==> config.mk <==
export PLATFORM = sky130hd
export DESIGN_NAME = collision_scorer
export DESIGN_NICKNAME = d
export VERILOG_FILES = /design/src/rtl/chipinvaders_pkg.sv /design/src/rtl/alien_cell_locator.sv /design/src/rtl/collision_scorer.sv
export SDC_FILE = /design/constraint.sdc
export NUM_CORES = 1
export LEC_CHECK = 0
export ABC_AREA = 0
export CAP_MARGIN = 10
export CORE_AREA = 2 2 70 72
export CTS_BUF_LIST = sky130_fd_sc_hd__clkbuf_4
export DETAILED_ROUTE_END_ITERATION = 16
export DIE_AREA = 0 0 72 74
export PLACE_DENSITY_LB_ADDON = 0.12
export SYNTH_ARGS = -nofsm -noshare
export SYNTH_HDL_FRONTEND = slang
export SYNTH_HIERARCHICAL = 1
export SYNTH_SLANG_ARGS = --single-unit
==> constraint.sdc <==
create_clock -name clk -period 4.9 [get_ports clk]
set_input_delay 0.735 -clock clk [delete_from_list [all_inputs] [get_ports clk]]
set_output_delay 0.735 -clock clk [all_outputs]
set_load 0.005 [all_outputs]
==> src/rtl/chipinvaders_pkg.sv <==
// rtl/chipinvaders_pkg.sv - shared screen constants, scorer state type and score helper
package chipinvaders_pkg;

    localparam int SCREEN_W = 640;
    localparam int SCREEN_H = 480;
    localparam int COORD_W  = 10;

    typedef enum logic [1:0] {
        S_SCAN   = 2'd0,
        S_COMMIT = 2'd1,
        S_OVER   = 2'd2
    } cs_state_t;

    function automatic logic [7:0] sat_add8(input logic [7:0] a, input logic [7:0] b);
        logic [8:0] sum;
        sum = {1'b0, a} + {1'b0, b};
        return sum[8] ? 8'hFF : sum[7:0];
    endfunction

endpackage

==> src/rtl/alien_cell_locator.sv <==
// rtl/alien_cell_locator.sv - maps a raster position to the formation cell under it
module alien_cell_locator
    import chipinvaders_pkg::*;
#(
    parameter int NUM_ROWS        = 3,
    parameter int NUM_COLUMNS     = 5,
    parameter int ALIEN_SPACING_X = 64,
    parameter int ALIEN_SPACING_Y = 32,
    parameter int ROW_W           = (NUM_ROWS > 1) ? $clog2(NUM_ROWS) : 1,
    parameter int COL_W           = (NUM_COLUMNS > 1) ? $clog2(NUM_COLUMNS) : 1
) (
    input  logic [COORD_W-1:0] hpos,
    input  logic [COORD_W-1:0] vpos,
    input  logic [COORD_W-1:0] formation_x,
    input  logic [COORD_W-1:0] formation_y,
    output logic [ROW_W-1:0]   row,
    output logic [COL_W-1:0]   col,
    output logic               in_grid
);

    logic [COORD_W-1:0] dx;
    logic [COORD_W-1:0] dy;
    logic [COORD_W-1:0] col_full;
    logic [COORD_W-1:0] row_full;

    // Spacings are powers of two, so the cell index is a plain shift.
    assign dx       = hpos - formation_x;
    assign dy       = vpos - formation_y;
    assign col_full = dx >> $clog2(ALIEN_SPACING_X);
    assign row_full = dy >> $clog2(ALIEN_SPACING_Y);

    assign in_grid = (hpos >= formation_x) && (vpos >= formation_y) &&
                     (row_full < COORD_W'(NUM_ROWS)) && (col_full < COORD_W'(NUM_COLUMNS));

    assign row = row_full[ROW_W-1:0];
    assign col = col_full[COL_W-1:0];

endmodule

==> src/rtl/collision_scorer.sv <==
// rtl/collision_scorer.sv - per-frame laser/cannon collision detection, scoring and lives
module collision_scorer
    import chipinvaders_pkg::*;
#(
    parameter int NUM_ROWS        = 3,
    parameter int NUM_COLUMNS     = 5,
    parameter int ALIEN_SPACING_X = 64,
    parameter int ALIEN_SPACING_Y = 32,
    parameter int POINTS_BASE     = 10,
    parameter int START_LIVES     = 3,
    parameter int COMMIT_LINE     = 480,
    localparam int ROW_W          = (NUM_ROWS > 1) ? $clog2(NUM_ROWS) : 1,
    localparam int COL_W          = (NUM_COLUMNS > 1) ? $clog2(NUM_COLUMNS) : 1
) (
    input  logic                            clk,
    input  logic                            reset,
    input  logic [COORD_W-1:0]              hpos,
    input  logic [COORD_W-1:0]              vpos,
    input  logic                            display_on,
    input  logic                            laser_gfx,
    input  logic                            laser_active,
    input  logic                            alien_pixel,
    input  logic                            cannon_gfx,
    input  logic [COORD_W-1:0]              formation_x,
    input  logic [COORD_W-1:0]              formation_y,
    input  logic [NUM_ROWS*NUM_COLUMNS-1:0] alive_matrix,
    output logic                            hit_alien,
    output logic                            kill_valid,
    output logic [ROW_W-1:0]                kill_row,
    output logic [COL_W-1:0]                kill_col,
    output logic                            cannon_hit,
    output logic [7:0]                      score,
    output logic [1:0]                      lives,
    output logic                            game_over
);

    cs_state_t        state_q, state_d;
    logic             hit_pend_q, hit_pend_d;
    logic             cannon_pend_q, cannon_pend_d;
    logic [ROW_W-1:0] hit_row_q, hit_row_d;
    logic [COL_W-1:0] hit_col_q, hit_col_d;
    logic             hit_alien_q, hit_alien_d;
    logic             kill_valid_q, kill_valid_d;
    logic [ROW_W-1:0] kill_row_q, kill_row_d;
    logic [COL_W-1:0] kill_col_q, kill_col_d;
    logic             cannon_hit_q, cannon_hit_d;
    logic [7:0]       score_q, score_d;
    logic [1:0]       lives_q, lives_d;
    logic             game_over_q, game_over_d;

    logic [ROW_W-1:0] cell_row;
    logic [COL_W-1:0] cell_col;
    logic             in_grid;
    logic             cell_alive;
    logic             laser_qual;
    logic             cannon_qual;
    logic             at_commit;
    logic [7:0]       row_points;

    alien_cell_locator #(
        .NUM_ROWS        (NUM_ROWS),
        .NUM_COLUMNS     (NUM_COLUMNS),
        .ALIEN_SPACING_X (ALIEN_SPACING_X),
        .ALIEN_SPACING_Y (ALIEN_SPACING_Y),
        .ROW_W           (ROW_W),
        .COL_W           (COL_W)
    ) u_locator (
        .hpos        (hpos),
        .vpos        (vpos),
        .formation_x (formation_x),
        .formation_y (formation_y),
        .row         (cell_row),
        .col         (cell_col),
        .in_grid     (in_grid)
    );

    // Decoded select keeps the alive lookup in range when the locator is outside the grid.
    always_comb begin
        cell_alive = 1'b0;
        for (int r = 0; r < NUM_ROWS; r++) begin
            for (int c = 0; c < NUM_COLUMNS; c++) begin
                if (cell_row == ROW_W'(r) && cell_col == COL_W'(c)) begin
                    cell_alive = alive_matrix[r*NUM_COLUMNS+c];
                end
            end
        end
    end

    assign laser_qual  = display_on & laser_gfx & laser_active & alien_pixel & in_grid & cell_alive;
    assign cannon_qual = display_on & alien_pixel & cannon_gfx;
    assign at_commit   = (vpos == COORD_W'(COMMIT_LINE)) && (hpos == '0);
    assign row_points  = 8'(POINTS_BASE * (NUM_ROWS - int'(hit_row_q)));

    always_comb begin
        state_d       = state_q;
        hit_pend_d    = hit_pend_q;
        cannon_pend_d = cannon_pend_q;
        hit_row_d     = hit_row_q;
        hit_col_d     = hit_col_q;
        hit_alien_d   = hit_alien_q;
        kill_valid_d  = kill_valid_q;
        kill_row_d    = kill_row_q;
        kill_col_d    = kill_col_q;
        cannon_hit_d  = cannon_hit_q;
        score_d       = score_q;
        lives_d       = lives_q;
        game_over_d   = game_over_q;

        unique case (state_q)
            S_SCAN: begin
                // The first qualifying pixel in raster order owns the frame's kill.
                if (laser_qual && !hit_pend_q) begin
                    hit_pend_d = 1'b1;
                    hit_row_d  = cell_row;
                    hit_col_d  = cell_col;
                end
                if (cannon_qual) begin
                    cannon_pend_d = 1'b1;
                end
                if (at_commit) begin
                    state_d = S_COMMIT;
                end
            end
            S_COMMIT: begin
                hit_alien_d  = hit_pend_q;
                kill_valid_d = hit_pend_q;
                kill_row_d   = hit_row_q;
                kill_col_d   = hit_col_q;
                cannon_hit_d = cannon_pend_q;
                if (hit_pend_q) begin
                    score_d = sat_add8(score_q, row_points);
                end
                if (cannon_pend_q && lives_q != 2'd0) begin
                    lives_d = lives_q - 2'd1;
                    if (lives_q == 2'd1) begin
                        game_over_d = 1'b1;
                    end
                end
                hit_pend_d    = 1'b0;
                cannon_pend_d = 1'b0;
                hit_row_d     = '0;
                hit_col_d     = '0;
                state_d       = game_over_d ? S_OVER : S_SCAN;
            end
            S_OVER: begin
                if (at_commit) begin
                    hit_alien_d  = 1'b0;
                    kill_valid_d = 1'b0;
                    cannon_hit_d = 1'b0;
                end
            end
            default: state_d = S_SCAN;
        endcase
    end

    always_ff @(posedge clk) begin
        if (reset) begin
            state_q       <= S_SCAN;
            hit_pend_q    <= 1'b0;
            cannon_pend_q <= 1'b0;
            hit_row_q     <= '0;
            hit_col_q     <= '0;
            hit_alien_q   <= 1'b0;
            kill_valid_q  <= 1'b0;
            kill_row_q    <= '0;
            kill_col_q    <= '0;
            cannon_hit_q  <= 1'b0;
            score_q       <= 8'd0;
            lives_q       <= 2'(START_LIVES);
            game_over_q   <= 1'b0;
        end else begin
            state_q       <= state_d;
            hit_pend_q    <= hit_pend_d;
            cannon_pend_q <= cannon_pend_d;
            hit_row_q     <= hit_row_d;
            hit_col_q     <= hit_col_d;
            hit_alien_q   <= hit_alien_d;
            kill_valid_q  <= kill_valid_d;
            kill_row_q    <= kill_row_d;
            kill_col_q    <= kill_col_d;
            cannon_hit_q  <= cannon_hit_d;
            score_q       <= score_d;
            lives_q       <= lives_d;
            game_over_q   <= game_over_d;
        end
    end

    assign hit_alien  = hit_alien_q;
    assign kill_valid = kill_valid_q;
    assign kill_row   = kill_row_q;
    assign kill_col   = kill_col_q;
    assign cannon_hit = cannon_hit_q;
    assign score      = score_q;
    assign lives      = lives_q;
    assign game_over  = game_over_q;

endmodule

==> summary.md <==
| Metric | Value |
|---|---|
| Drt total wl | 5020 um |
| Die height | 74 um |
| Hold_ws | 0.452 ns |
| Cell chain of the critical path | clkdlybuf4s50_1, inv_1, ha_1, a21o_1, a21oi_2, a31oi_1, or4_1, a22o_1, nor4_2, nand4b_1, nor4_1, o31ai_1, nor3_1, a21oi_2, a22o_1 |
| Final estimated routing congestion in global placement | 0.849 |
| Outcome | finished clean |
| Cell area after layout | 3070 um2 |
| CORE AREA | 4600 um2 |
| First-pass GRT wire length | 8330 um |
| Number of max-cap violations | 0 |
| Least-Margin Pin Slew | 0.790 ns |
| CP Buf/Inv Count | 2 |
| Total grt overflow | 0 |
| Pre-CTS WS | 0.600 ns |
| All-Layer GR Usage | 0.189 |
| Crit path kind | in2reg |
| Placement row count | 25 |
| Io pins | 81 |
| Starting Density | 0.479 |
| CTS buffer count | 3 |
| Post-Layout Cell Count | 410 |
| Worst Path Required | 5.12 ns |
| Layout Utilization | 0.668 |
| Placed inst area | 3040 um2 |
| Worst hold path type | reg2reg |
| Final setup fails | 0 |
| IO buf count | 80 |
| ANT cells | 0 |
| Uppermost routed layer | met4 |
| Antenna Nets Post-Route | 0 |
| CP top delay family | simple AND/OR/NAND/NOR gates |
| Slowest CP cell | or4_1 |
| Avg WL per Cell | 12.2 um |
| CTS Hold Bufs | 0 |
| Dpl hpwl | 4190 um |
| Final hold violation count | 0 |
| Avg Cell Area, Syn | 7.93 um2 |
| Max FO, Critical Path | 5 |
| Router iterations before antenna repair | 4 |
| Mapped cell area | 2200 um2 |
| Post-CTS repair timing setup buffer count | 0 |
| Relative slew slack | 0.470 |
| DR DRC count | 0 |
| Slowest cell delay on critical path | 0.47 ns |
| Placed cell count | 406 |
| Main synth FF type | dfxtp_1 |
| Die area | 5330 um2 |
| Clock transition at path regs | 0.14 ns |
| Clk sinks | 27 |
| Power density over cell area | 172 nW/um2 |
| Seq cells post-synth | 27 |
| Layout fillers | 430 |
| RSZ-0062 raised after global routing | no |
| FMAX | 0.255 GHz |
| Crit. End Element | flop |
| Clock Skew | 0.00414 ns |
| Async S/R FF share, synth | 0 |
| Fin crit period | 3.92 ns |
| CTS Root Buffer Type | clkbuf_4 |
| Slew Viols, Final | 0 |
| Via-per-instance ratio | 5.40 |
| Fin nets | 446 |
| DR iter-0 viols | 111 |
| Maximum root-to-sink buffer count | 2 |
| Max IR drop VDD | 0.0862 mV |
| Startpoint Class | input port |
| Routed wire length on met3 | 207 um |
| Post-route worst setup slack | 0.982 ns |
| Setup tns final | 0 ns |
| Area Growth Syn to Fin | 39.3% |
| Post-CTS Resized | 0 |
| Synth unique cells | 57 |
| TritonCTS clock tree | yes |
| Ys Warns | 6 |
| Worst Path Arrival | 4.14 ns |
| Vias in the first global route | 2003 |
| Largest net degree at the start of global routing | 23 |
| Syn_nets | 367 |
| EDFF count, synth | 0 |
| Final period utilization | 0.800 |
| Final Power | 0.528 mW |
| Register area share after synthesis | 0.245 |
| Skew-Pair Late Insertion Delay | 0.31 ns |
| DRT met1 WL | 2200 um |
| Leakage | 1.29 nW |
| Synth Instances | 278 |
| Initial antenna violation count | 0 |
| Met2 WL | 2560 um |
| Via Count | 2213 |
| Share of cells above drive strength 1 | 0.0393 |
| H-tree depth | 1 |
| Die width | 72 um |
[path summary, 6_finish.rpt]
check	end	start	slack [ns]	cells past startpoint
max	hit_row_q[0]	formation_y[4]	0.98	15
min	score[0]	score[0]	0.45	2
max reg2reg	score[0]	state_q[0]	2.68	5
min reg2reg	score[0]	score[0]	0.45	2
[cells by family after synthesis]
group                    synth area share
XOR/XNOR                           0.0477
flip-flops                          0.245
buffers and inverters              0.0755
AND/OR/NAND/NOR                     0.228
AO/OA/AOI/OAI                       0.228
multiplexers                       0.0187
adder cells (fa/ha/maj)             0.157
[worst reg2reg max path: cells and delay by family (launching register included)]
family	cells	cell delay (ns)
AOI/OAI and AO/OA	1	0.22
DFF	1	0.47
and+or+nand+nor	4	1.48
[cells in the final DEF, fill, tap and decap left out, types with 5 or more instances in the layout]
cell / instances
a22o_1: 6
dfxtp_1: 27
ha_1: 26
nor3_1: 8
nand2_1: 19
nor4_1: 5
nor2_1: 24
clkdlybuf4s50_1: 80
a31oi_1: 6
a21o_1: 6
a21oi_1: 26
nand2b_1: 5
xnor2_1: 8
inv_1: 32
nand3b_1: 5
nand4_1: 5
[cell usage after synthesis, types with 4 or more instances]
cell      number  area [um2]
ha_1          26         325
nor2_1        24        90.1
a31oi_1        6        37.5
a21o_1         6        45.0
buf_2          4        20.0
nand3b_1       5        37.5
a21oi_1       26         130
xnor2_1        8        70.1
nor2b_1        4        25.0
nor4_1         5        31.3
nand2_1       19        71.3
nand2b_1       5        31.3
xor2_1         4        35.0
a22o_1         6        52.6
inv_1         32         120
nor3_1         8        40.0
nand4_1        5        31.3
dfxtp_1       27         541
[layer usage]
metal,track usage,vias to the layer above
li1,-,1162
met2,0.360,56
met5,0,-
met3,0.0149,4
met1,0.231,991
met4,0.0461,0
[state kept, by name, indices dropped and copies added (netlist names)]
| register | cells |
|---|---|
| hit_row_q | 2 |
| game_over | 1 |
| kill_valid | 1 |
| score | 8 |
| hit_pend_q | 1 |
| kill_row | 2 |
| kill_col | 3 |
| hit_col_q | 3 |
| cannon_pend_q | 1 |
| cannon_hit | 1 |
| lives | 2 |
| state_q | 2 |
[cell type report]
class                           count  area (um2)  share of cell area
Multi-Input combinational cell    211        1500               0.488
Timing Repair Buffer               82         816               0.266
Sequential cell                    27         541               0.176
Inverter                           32         120              0.0391
Tap cell                           54        67.6              0.0220
Clock buffer                        4        30.0             0.00978
[report_power, final]
group | switching, mW | internal [mW] | total, mW | leakage [nW]
sequential | 0.000286 | 0.220 | 0.220 | 0.218
clock | 0.0620 | 0.0373 | 0.0993 | 0.0184
combinational | 0.100 | 0.108 | 0.209 | 1.05
(Power assumes the default switching activity.)
